[src/rtl/fwd_hazard_unit_pkg.sv]
// fwd_hazard_unit_pkg: shared pipeline constants, forwarding selects and stage-shadow types
package fwd_hazard_unit_pkg;
  localparam int REG_BITS = 5;
  localparam logic [1:0] FWD_REGFILE = 2'd0;
  localparam logic [1:0] FWD_WB = 2'd1;
  localparam logic [1:0] FWD_MEM = 2'd2;
  typedef struct packed {
    logic [REG_BITS-1:0] rs;
    logic [REG_BITS-1:0] rt;
    logic uses_rs;
    logic uses_rt;
    logic [REG_BITS-1:0] dest;
    logic reg_write;
    logic mem_read;
  } stage_t;
  typedef struct packed {
    logic [REG_BITS-1:0] dest;
    logic reg_write;
  } wr_t;
endpackage

[src/rtl/fwd_hazard_unit_if.sv]
// fwd_hazard_unit_if: ID-stage decode inputs and forwarding/stall outputs of the hazard unit
interface fwd_hazard_unit_if import fwd_hazard_unit_pkg::*; #(parameter int CNT_BITS = 16);
  logic [REG_BITS-1:0] id_rs;
  logic [REG_BITS-1:0] id_rt;
  logic [REG_BITS-1:0] id_dest;
  logic id_uses_rs;
  logic id_uses_rt;
  logic id_reg_write;
  logic id_mem_read;
  logic flush;
  logic [1:0] forward_a;
  logic [1:0] forward_b;
  logic pc_write;
  logic ifid_write;
  logic stall;
  logic [CNT_BITS-1:0] stall_count;
  modport master (
    output id_rs, id_rt, id_dest, id_uses_rs, id_uses_rt, id_reg_write, id_mem_read, flush,
    input forward_a, forward_b, pc_write, ifid_write, stall, stall_count
  );
  modport slave (
    input id_rs, id_rt, id_dest, id_uses_rs, id_uses_rt, id_reg_write, id_mem_read, flush,
    output forward_a, forward_b, pc_write, ifid_write, stall, stall_count
  );
endinterface

[src/rtl/fwd_hazard_unit_fwd_select.sv]
// fwd_select: per-operand forwarding comparator, MEM result wins over WB, register 0 never forwarded
module fwd_select import fwd_hazard_unit_pkg::*; (
  input  logic [REG_BITS-1:0] i_src,
  input  logic                i_uses,
  input  wr_t                 i_mem,
  input  wr_t                 i_wb,
  output logic [1:0]          o_sel
);
  logic w_live;
  assign w_live = i_uses && (i_src != '0);
  assign o_sel = !w_live ? FWD_REGFILE :
                 (i_mem.reg_write && i_mem.dest == i_src) ? FWD_MEM :
                 (i_wb.reg_write && i_wb.dest == i_src) ? FWD_WB : FWD_REGFILE;
endmodule

[src/rtl/fwd_hazard_unit.sv]
// fwd_hazard_unit: EX operand forwarding selects and one-cycle load-use stall control
module fwd_hazard_unit import fwd_hazard_unit_pkg::*; #(
  parameter int CNT_BITS = 16
) (
  input logic clk,
  input logic reset,
  fwd_hazard_unit_if.slave bus
);
  stage_t r_ex;
  wr_t r_mem;
  wr_t r_wb;
  logic [CNT_BITS-1:0] r_cnt;
  logic w_hit_rs;
  logic w_hit_rt;
  logic w_load_use;
  logic w_stall;
  fwd_select u_fwd_a (
    .i_src (r_ex.rs),
    .i_uses(r_ex.uses_rs),
    .i_mem (r_mem),
    .i_wb  (r_wb),
    .o_sel (bus.forward_a)
  );
  fwd_select u_fwd_b (
    .i_src (r_ex.rt),
    .i_uses(r_ex.uses_rt),
    .i_mem (r_mem),
    .i_wb  (r_wb),
    .o_sel (bus.forward_b)
  );
  assign w_hit_rs = bus.id_uses_rs && bus.id_rs == r_ex.dest;
  assign w_hit_rt = bus.id_uses_rt && bus.id_rt == r_ex.dest;
  assign w_load_use = r_ex.mem_read && r_ex.reg_write && r_ex.dest != '0 && (w_hit_rs || w_hit_rt);
  // a taken branch squashes the consumer anyway, so it cancels the bubble request
  assign w_stall = w_load_use && !bus.flush;
  assign bus.stall = w_stall;
  assign bus.pc_write = !w_stall;
  assign bus.ifid_write = !w_stall;
  assign bus.stall_count = r_cnt;
  // advance stage shadows, injecting a bubble into EX on stall or flush; count stalls with saturation
  always_ff @(posedge clk) begin
    if (reset) begin
      r_ex <= '0;
      r_mem <= '0;
      r_wb <= '0;
      r_cnt <= '0;
    end else begin
      r_wb <= r_mem;
      r_mem <= '{dest: r_ex.dest, reg_write: r_ex.reg_write};
      r_ex <= (w_stall || bus.flush) ? '0 : '{rs: bus.id_rs, rt: bus.id_rt, uses_rs: bus.id_uses_rs,
              uses_rt: bus.id_uses_rt, dest: bus.id_dest, reg_write: bus.id_reg_write,
              mem_read: bus.id_mem_read};
      if (w_stall && r_cnt != '1) r_cnt <= r_cnt + {{(CNT_BITS-1){1'b0}}, 1'b1};
    end
  end
endmodule

[src/flat_wrapper.sv]
// flat-port wrapper written by rule: the top's interface ports become plain ports
module fwd_hazard_unit_flat import fwd_hazard_unit_pkg::*;
#(
  parameter int CNT_BITS = 16
)
  (clk, reset, bus_id_rs, bus_id_rt, bus_id_dest, bus_id_uses_rs, bus_id_uses_rt, bus_id_reg_write, bus_id_mem_read, bus_flush, bus_forward_a, bus_forward_b, bus_pc_write, bus_ifid_write, bus_stall, bus_stall_count);
  fwd_hazard_unit_if #(.CNT_BITS(CNT_BITS)) bus_i ();
  input logic clk;
  input logic reset;
  input wire logic [$bits(bus_i.id_rs)-1:0] bus_id_rs;
  input wire logic [$bits(bus_i.id_rt)-1:0] bus_id_rt;
  input wire logic [$bits(bus_i.id_dest)-1:0] bus_id_dest;
  input wire logic [$bits(bus_i.id_uses_rs)-1:0] bus_id_uses_rs;
  input wire logic [$bits(bus_i.id_uses_rt)-1:0] bus_id_uses_rt;
  input wire logic [$bits(bus_i.id_reg_write)-1:0] bus_id_reg_write;
  input wire logic [$bits(bus_i.id_mem_read)-1:0] bus_id_mem_read;
  input wire logic [$bits(bus_i.flush)-1:0] bus_flush;
  output wire logic [$bits(bus_i.forward_a)-1:0] bus_forward_a;
  output wire logic [$bits(bus_i.forward_b)-1:0] bus_forward_b;
  output wire logic [$bits(bus_i.pc_write)-1:0] bus_pc_write;
  output wire logic [$bits(bus_i.ifid_write)-1:0] bus_ifid_write;
  output wire logic [$bits(bus_i.stall)-1:0] bus_stall;
  output wire logic [$bits(bus_i.stall_count)-1:0] bus_stall_count;
  assign bus_i.id_rs = bus_id_rs;
  assign bus_i.id_rt = bus_id_rt;
  assign bus_i.id_dest = bus_id_dest;
  assign bus_i.id_uses_rs = bus_id_uses_rs;
  assign bus_i.id_uses_rt = bus_id_uses_rt;
  assign bus_i.id_reg_write = bus_id_reg_write;
  assign bus_i.id_mem_read = bus_id_mem_read;
  assign bus_i.flush = bus_flush;
  assign bus_forward_a = bus_i.forward_a;
  assign bus_forward_b = bus_i.forward_b;
  assign bus_pc_write = bus_i.pc_write;
  assign bus_ifid_write = bus_i.ifid_write;
  assign bus_stall = bus_i.stall;
  assign bus_stall_count = bus_i.stall_count;
  fwd_hazard_unit #(.CNT_BITS(CNT_BITS)) u_core (.clk(clk), .reset(reset), .bus(bus_i));
endmodule
[config.mk]
export PLATFORM = sky130hd
export DESIGN_NAME = fwd_hazard_unit_flat
export DESIGN_NICKNAME = d
export VERILOG_FILES = /design/src/rtl/fwd_hazard_unit_pkg.sv /design/src/rtl/fwd_hazard_unit_if.sv /design/src/rtl/fwd_hazard_unit_fwd_select.sv /design/src/rtl/fwd_hazard_unit.sv /design/src/flat_wrapper.sv
export SDC_FILE = /design/constraint.sdc
export NUM_CORES = 1
export LEC_CHECK = 0
export CAP_MARGIN = 15
export CORE_MARGIN = 8
export CORE_UTILIZATION = 45
export CTS_CLUSTER_SIZE = 14
export DETAILED_ROUTE_END_ITERATION = 8
export GPL_ROUTABILITY_DRIVEN = 0
export GPL_TIMING_DRIVEN = 1
export PLACE_DENSITY = 0.72
export SLEW_MARGIN = 40
export SYNTH_ARGS = -nofsm -noshare
export SYNTH_HDL_FRONTEND = slang
export SYNTH_SLANG_ARGS = --single-unit
[constraint.sdc]
create_clock -name clk -period 5.6 [get_ports clk]
set_input_delay 1.12 -clock clk [delete_from_list [all_inputs] [get_ports clk]]
set_output_delay 1.12 -clock clk [all_outputs]
set_load 0.01 [all_outputs]
==> flow_summary.html <==
<table>
<tr><th>Metric</th><th>Value</th></tr>
<tr><th colspan="2">Setup path</th></tr>
<tr><td>Number of cells on the worst reg-to-reg path</td><td>5</td></tr>
<tr><td>Reg-to-reg endpoint</td><td>u_core.bus.stall_count[3]</td></tr>
<tr><td>CP endpoint kind</td><td>output pin</td></tr>
<tr><td>Register-to-Register Setup Slack</td><td>3620 ps</td></tr>
<tr><td>Data arrival time of the critical path</td><td>3080 ps</td></tr>
<tr><td>Crit Path Max Fanout</td><td>25</td></tr>
<tr><td>Startpoint of the worst register-to-register path</td><td>u_core.r_ex[4]</td></tr>
<tr><td>Worst Path Class, Setup</td><td>input pin to output pin</td></tr>
<tr><td>Element type at the critical path start</td><td>input pin</td></tr>
<tr><td>Critical path data required time</td><td>4480 ps</td></tr>
<tr><th colspan="2">GRT</th></tr>
<tr><td>Maximum number of pins on one net before global-route repair</td><td>37</td></tr>
<tr><td>Via count of the first global-routing pass</td><td>1791</td></tr>
<tr><td>Antenna violations before repair</td><td>0</td></tr>
<tr><td>Total routing usage reported by global routing</td><td>14.5%</td></tr>
<tr><td>Grt ovf</td><td>0</td></tr>
<tr><td>First-pass GRT wire length</td><td>8470 um</td></tr>
<tr><th colspan="2">Power and ir drop</th></tr>
<tr><td>Portion of total power attributed to the clock network</td><td>34.8%</td></tr>
<tr><td>Cell-internal power</td><td>0.000462 W</td></tr>
<tr><td>Worst supply voltage drop on vdd</td><td>134 uV</td></tr>
<tr><td>Switching portion of total power</td><td>25.0%</td></tr>
<tr><td>Part of the total power dissipated in combinational logic</td><td>8.4%</td></tr>
<tr><td>P per Cell Area</td><td>221 nW/um^2</td></tr>
<tr><td>Switching power</td><td>0.000154 W</td></tr>
<tr><td>Sequential share of power</td><td>56.8%</td></tr>
<tr><td>Total leakage power</td><td>1.03 nW</td></tr>
<tr><th colspan="2">Timing</th></tr>
<tr><td>Fmax achieved</td><td>238 MHz</td></tr>
<tr><td>Final clock period utilization by the worst path</td><td>75.0%</td></tr>
<tr><td>Final Max Slew Viols</td><td>0</td></tr>
<tr><td>Count of final setup violators</td><td>0</td></tr>
<tr><td>Least-Margin Pin Slew</td><td>601 ps</td></tr>
<tr><td>Clock period minus worst slack</td><td>4200 ps</td></tr>
<tr><td>Count of endpoints failing hold in the final timing report</td><td>0</td></tr>
<tr><td>Setup slack after layout</td><td>1400 ps</td></tr>
<tr><td>Unrepaired setup endpoints after global routing</td><td>false</td></tr>
<tr><td>Total negative slack for setup checks</td><td>0 ps</td></tr>
<tr><td>Relative slew margins</td><td>59.8%</td></tr>
<tr><td>WHS</td><td>471 ps</td></tr>
<tr><td>Clock skew after layout</td><td>5.92 ps</td></tr>
<tr><th colspan="2">Logic synthesis</th></tr>
<tr><td>Cells after synthesis</td><td>231</td></tr>
<tr><td>Yosys top cell by area</td><td>sky130_fd_sc_hd__dfxtp_1</td></tr>
<tr><td>Net count of the mapped netlist</td><td>254</td></tr>
<tr><td>Leading cell types by total area after synthesis</td><td>sky130_fd_sc_hd__dfxtp_1, sky130_fd_sc_hd__xor2_1, sky130_fd_sc_hd__and2_1</td></tr>
<tr><td>Yosys warns</td><td>0</td></tr>
<tr><td>Number of enable flip-flop cells after synthesis</td><td>0</td></tr>
<tr><td>Synthesized area per cell</td><td>9.49 um^2</td></tr>
<tr><td>Cell variety after synth</td><td>39</td></tr>
<tr><td>Cell types with the highest counts after synthesis</td><td>sky130_fd_sc_hd__dfxtp_1, sky130_fd_sc_hd__and2_1, sky130_fd_sc_hd__nor2b_1</td></tr>
<tr><td>Most numerous cell in the Yosys netlist</td><td>sky130_fd_sc_hd__dfxtp_1</td></tr>
<tr><td>Part of the Yosys area used for sequential elements</td><td>42.9%</td></tr>
<tr><td>Share of the synthesized area in the top cell type</td><td>42.9%</td></tr>
<tr><td>Summed instance area of the synthesized netlist</td><td>2190 um^2</td></tr>
<tr><td>Async set-or-reset flop fraction in the synthesized netlist</td><td>0%</td></tr>
<tr><td>Number of register bits inferred by synthesis</td><td>47</td></tr>
<tr><td>Prevailing post-synth register cell</td><td>sky130_fd_sc_hd__dfxtp_1</td></tr>
<tr><th colspan="2">Route</th></tr>
<tr><td>DRC violation total after the first TritonRoute iteration</td><td>70</td></tr>
<tr><td>Average vias per placed instance</td><td>5.11</td></tr>
<tr><td>Via Count</td><td>1759</td></tr>
<tr><td>Length of the first detailed-routing pass in iterations</td><td>4</td></tr>
<tr><td>Mean routed wirelength per cell</td><td>14.4 um</td></tr>
<tr><td>Post-route antenna net violation count</td><td>0</td></tr>
<tr><td>DR DRC count</td><td>0</td></tr>
<tr><td>DRT Wirelength</td><td>4950 um</td></tr>
<tr><th colspan="2">Floorplan</th></tr>
<tr><td>Row cnt</td><td>25</td></tr>
<tr><td>Die boundary width</td><td>85.8 um</td></tr>
<tr><td>Die height</td><td>85.8 um</td></tr>
<tr><td>Area enclosed by the die boundary</td><td>7360 um^2</td></tr>
<tr><td>Count of boundary I/O pins</td><td>45</td></tr>
<tr><td>Starting density of the core</td><td>46.4%</td></tr>
<tr><td>Core box area</td><td>4720 um^2</td></tr>
<tr><th colspan="2">Layout</th></tr>
<tr><td>Count of filler cells inserted in the layout</td><td>425</td></tr>
<tr><td>Share of layout cells above drive strength 1</td><td>7.94%</td></tr>
<tr><td>Antenna Cells</td><td>0</td></tr>
<tr><td>Area added between synthesis and finish</td><td>27.2%</td></tr>
<tr><td>Number of nets in the finished design</td><td>299</td></tr>
<tr><th colspan="2">Placed design</th></tr>
<tr><td>PortBufs</td><td>44</td></tr>
<tr><td>Post-Place Worst Slack</td><td>1160 ps</td></tr>
<tr><td>Detailed-placement wirelength estimate</td><td>3770 um</td></tr>
<tr><th colspan="2">Clock tree</th></tr>
<tr><td>Maximum buffer depth of the clock tree</td><td>2</td></tr>
<tr><td>Deepest level of the CTS H-tree</td><td>2</td></tr>
<tr><td>Hold bufs inserted after CTS</td><td>0</td></tr>
<tr><td>Post-CTS resize count</td><td>0</td></tr>
<tr><td>Clock transition time at the flip-flop clock pins of the worst setup and hold paths</td><td>90 ps</td></tr>
<tr><td>Number of post-CTS setup repair buffers</td><td>0</td></tr>
<tr><td>Number of buffers added by the clock tree synthesis step</td><td>5</td></tr>
<tr><td>CTS tree</td><td>yes</td></tr>
<tr><td>Sinks on the clock net</td><td>47</td></tr>
<tr><td>Clock latency on the worst-skew pair</td><td>310 ps</td></tr>
<tr><td>Root Buffer</td><td>sky130_fd_sc_hd__clkbuf_8</td></tr>
<tr><th colspan="2">Hold path</th></tr>
<tr><td>Worst hold stages</td><td>1</td></tr>
<tr><td>Startpoint of the lowest-slack hold path</td><td>u_core.r_ex[1]</td></tr>
<tr><td>Path class of the lowest-slack min-delay path</td><td>register to register</td></tr>
<tr><td>Worst min-delay path endpoint</td><td>u_core.r_mem[0]</td></tr>
<tr><th colspan="2">Run status</th></tr>
<tr><td>Result of the run</td><td>finished clean</td></tr>
<tr><th colspan="2">Job</th></tr>
<tr><td>Total of max-cap violations</td><td>0</td></tr>
</table>
## flip-flops by register name, summed over array words and instances, names as in the netlist
signal / cells
u_core.r_ex: 19
u_core.r_wb: 6
u_core.bus.stall_count: 16
u_core.r_mem: 6
## critical path, cell delays in order
cell and delay, ps:
sky130_fd_sc_hd__clkdlybuf4s50_1 500, sky130_fd_sc_hd__xnor2_1 130, sky130_fd_sc_hd__nand4_1 130, sky130_fd_sc_hd__o22a_2 410, sky130_fd_sc_hd__nor2_1 200, sky130_fd_sc_hd__clkdlybuf4s50_1 590
## layout make-up
cell class	count	area, um^2	area share (%)
Clock buffer	5	68.8	2.47
Multi-Input combinational cell	173	1210	43.4
Clock inverter	3	22.5	0.808
Inverter	4	15.0	0.539
Tap cell	67	83.8	3.01
Sequential cell	47	941	33.8
Timing Repair Buffer	45	448	16.1
## cell usage in the layout (no fill, tap or decap), drive strengths merged
master,synthesis,layout
a211oi,2,2
a21oi,10,10
a31oi,1,1
and2,21,21
and3,1,1
and4,2,2
buf,5,1
clkbuf,2,5
clkdlybuf4s50,0,44
clkinv,0,1
dfxtp,47,47
ha,1,1
inv,4,6
mux2,7,7
nand2,10,10
nand2b,1,1
nand3,7,7
nand4,7,7
nor2,13,13
nor2b,18,18
nor3,5,5
nor3b,3,3
nor4,7,7
nor4b,2,2
o211ai,2,2
o21ai,7,7
o22a,1,1
o22ai,1,1
o31ai,4,4
or3,3,3
or3b,1,1
or4,6,6
xnor2,14,14
xor2,16,16
## stage by stage
stage / area [um^2] / total power, W / std cells / util (%)
detailed placement: 2690 / 0.000409 / 336 / 56.9
global placement: 2690 / 0.000408 / 336 / 56.9
global route: 2790 / 0.000640 / 344 / 59.0
finish: 2790 / 0.000615 / 344 / 59.0
floorplan: 2190 / 0.000384 / 231 / -
CTS: 2780 / 0.000621 / 344 / 58.8
## power groups by stage
stage	registers [W]	logic, W	clock network [W]
floorplan	0.000355	0.0000293	0
CTS	0.000350	0.0000515	0.000220
detailed placement	0.000358	0.0000514	0
global route	0.000351	0.0000575	0.000231
finish	0.000349	0.0000517	0.000214
global placement	0.000357	0.0000503	0
## how the worst max path moves through the flow
stage                       from             end  cells past startpoint
floorplan           bus_id_rt[0]    bus_pc_write                      8
global placement    bus_id_rt[3]  bus_ifid_write                      7
detailed placement  bus_id_rt[3]    bus_pc_write                      7
CTS                 bus_id_rt[3]    bus_pc_write                      7
global route        bus_id_rt[3]       bus_stall                      6
finish              bus_id_rt[3]       bus_stall                      6
## cell families after synthesis
family                   synth area share (%)
AND/OR/NAND/NOR                          30.0
flip-flops                               42.9
XOR/XNOR                                 12.0
AO/OA/AOI/OAI                            8.56
buffers and inverters                    2.34
multiplexers                             3.60
adder cells (fa/ha/maj)                 0.571
## routing by layer
metal	wire, um	track usage, %
met5	0	0
met3	183	3.25
met4	91	7.32
met2	2440	24.4
met1	2240	17.0
Note: power is estimated with default switching activity, not from simulation.
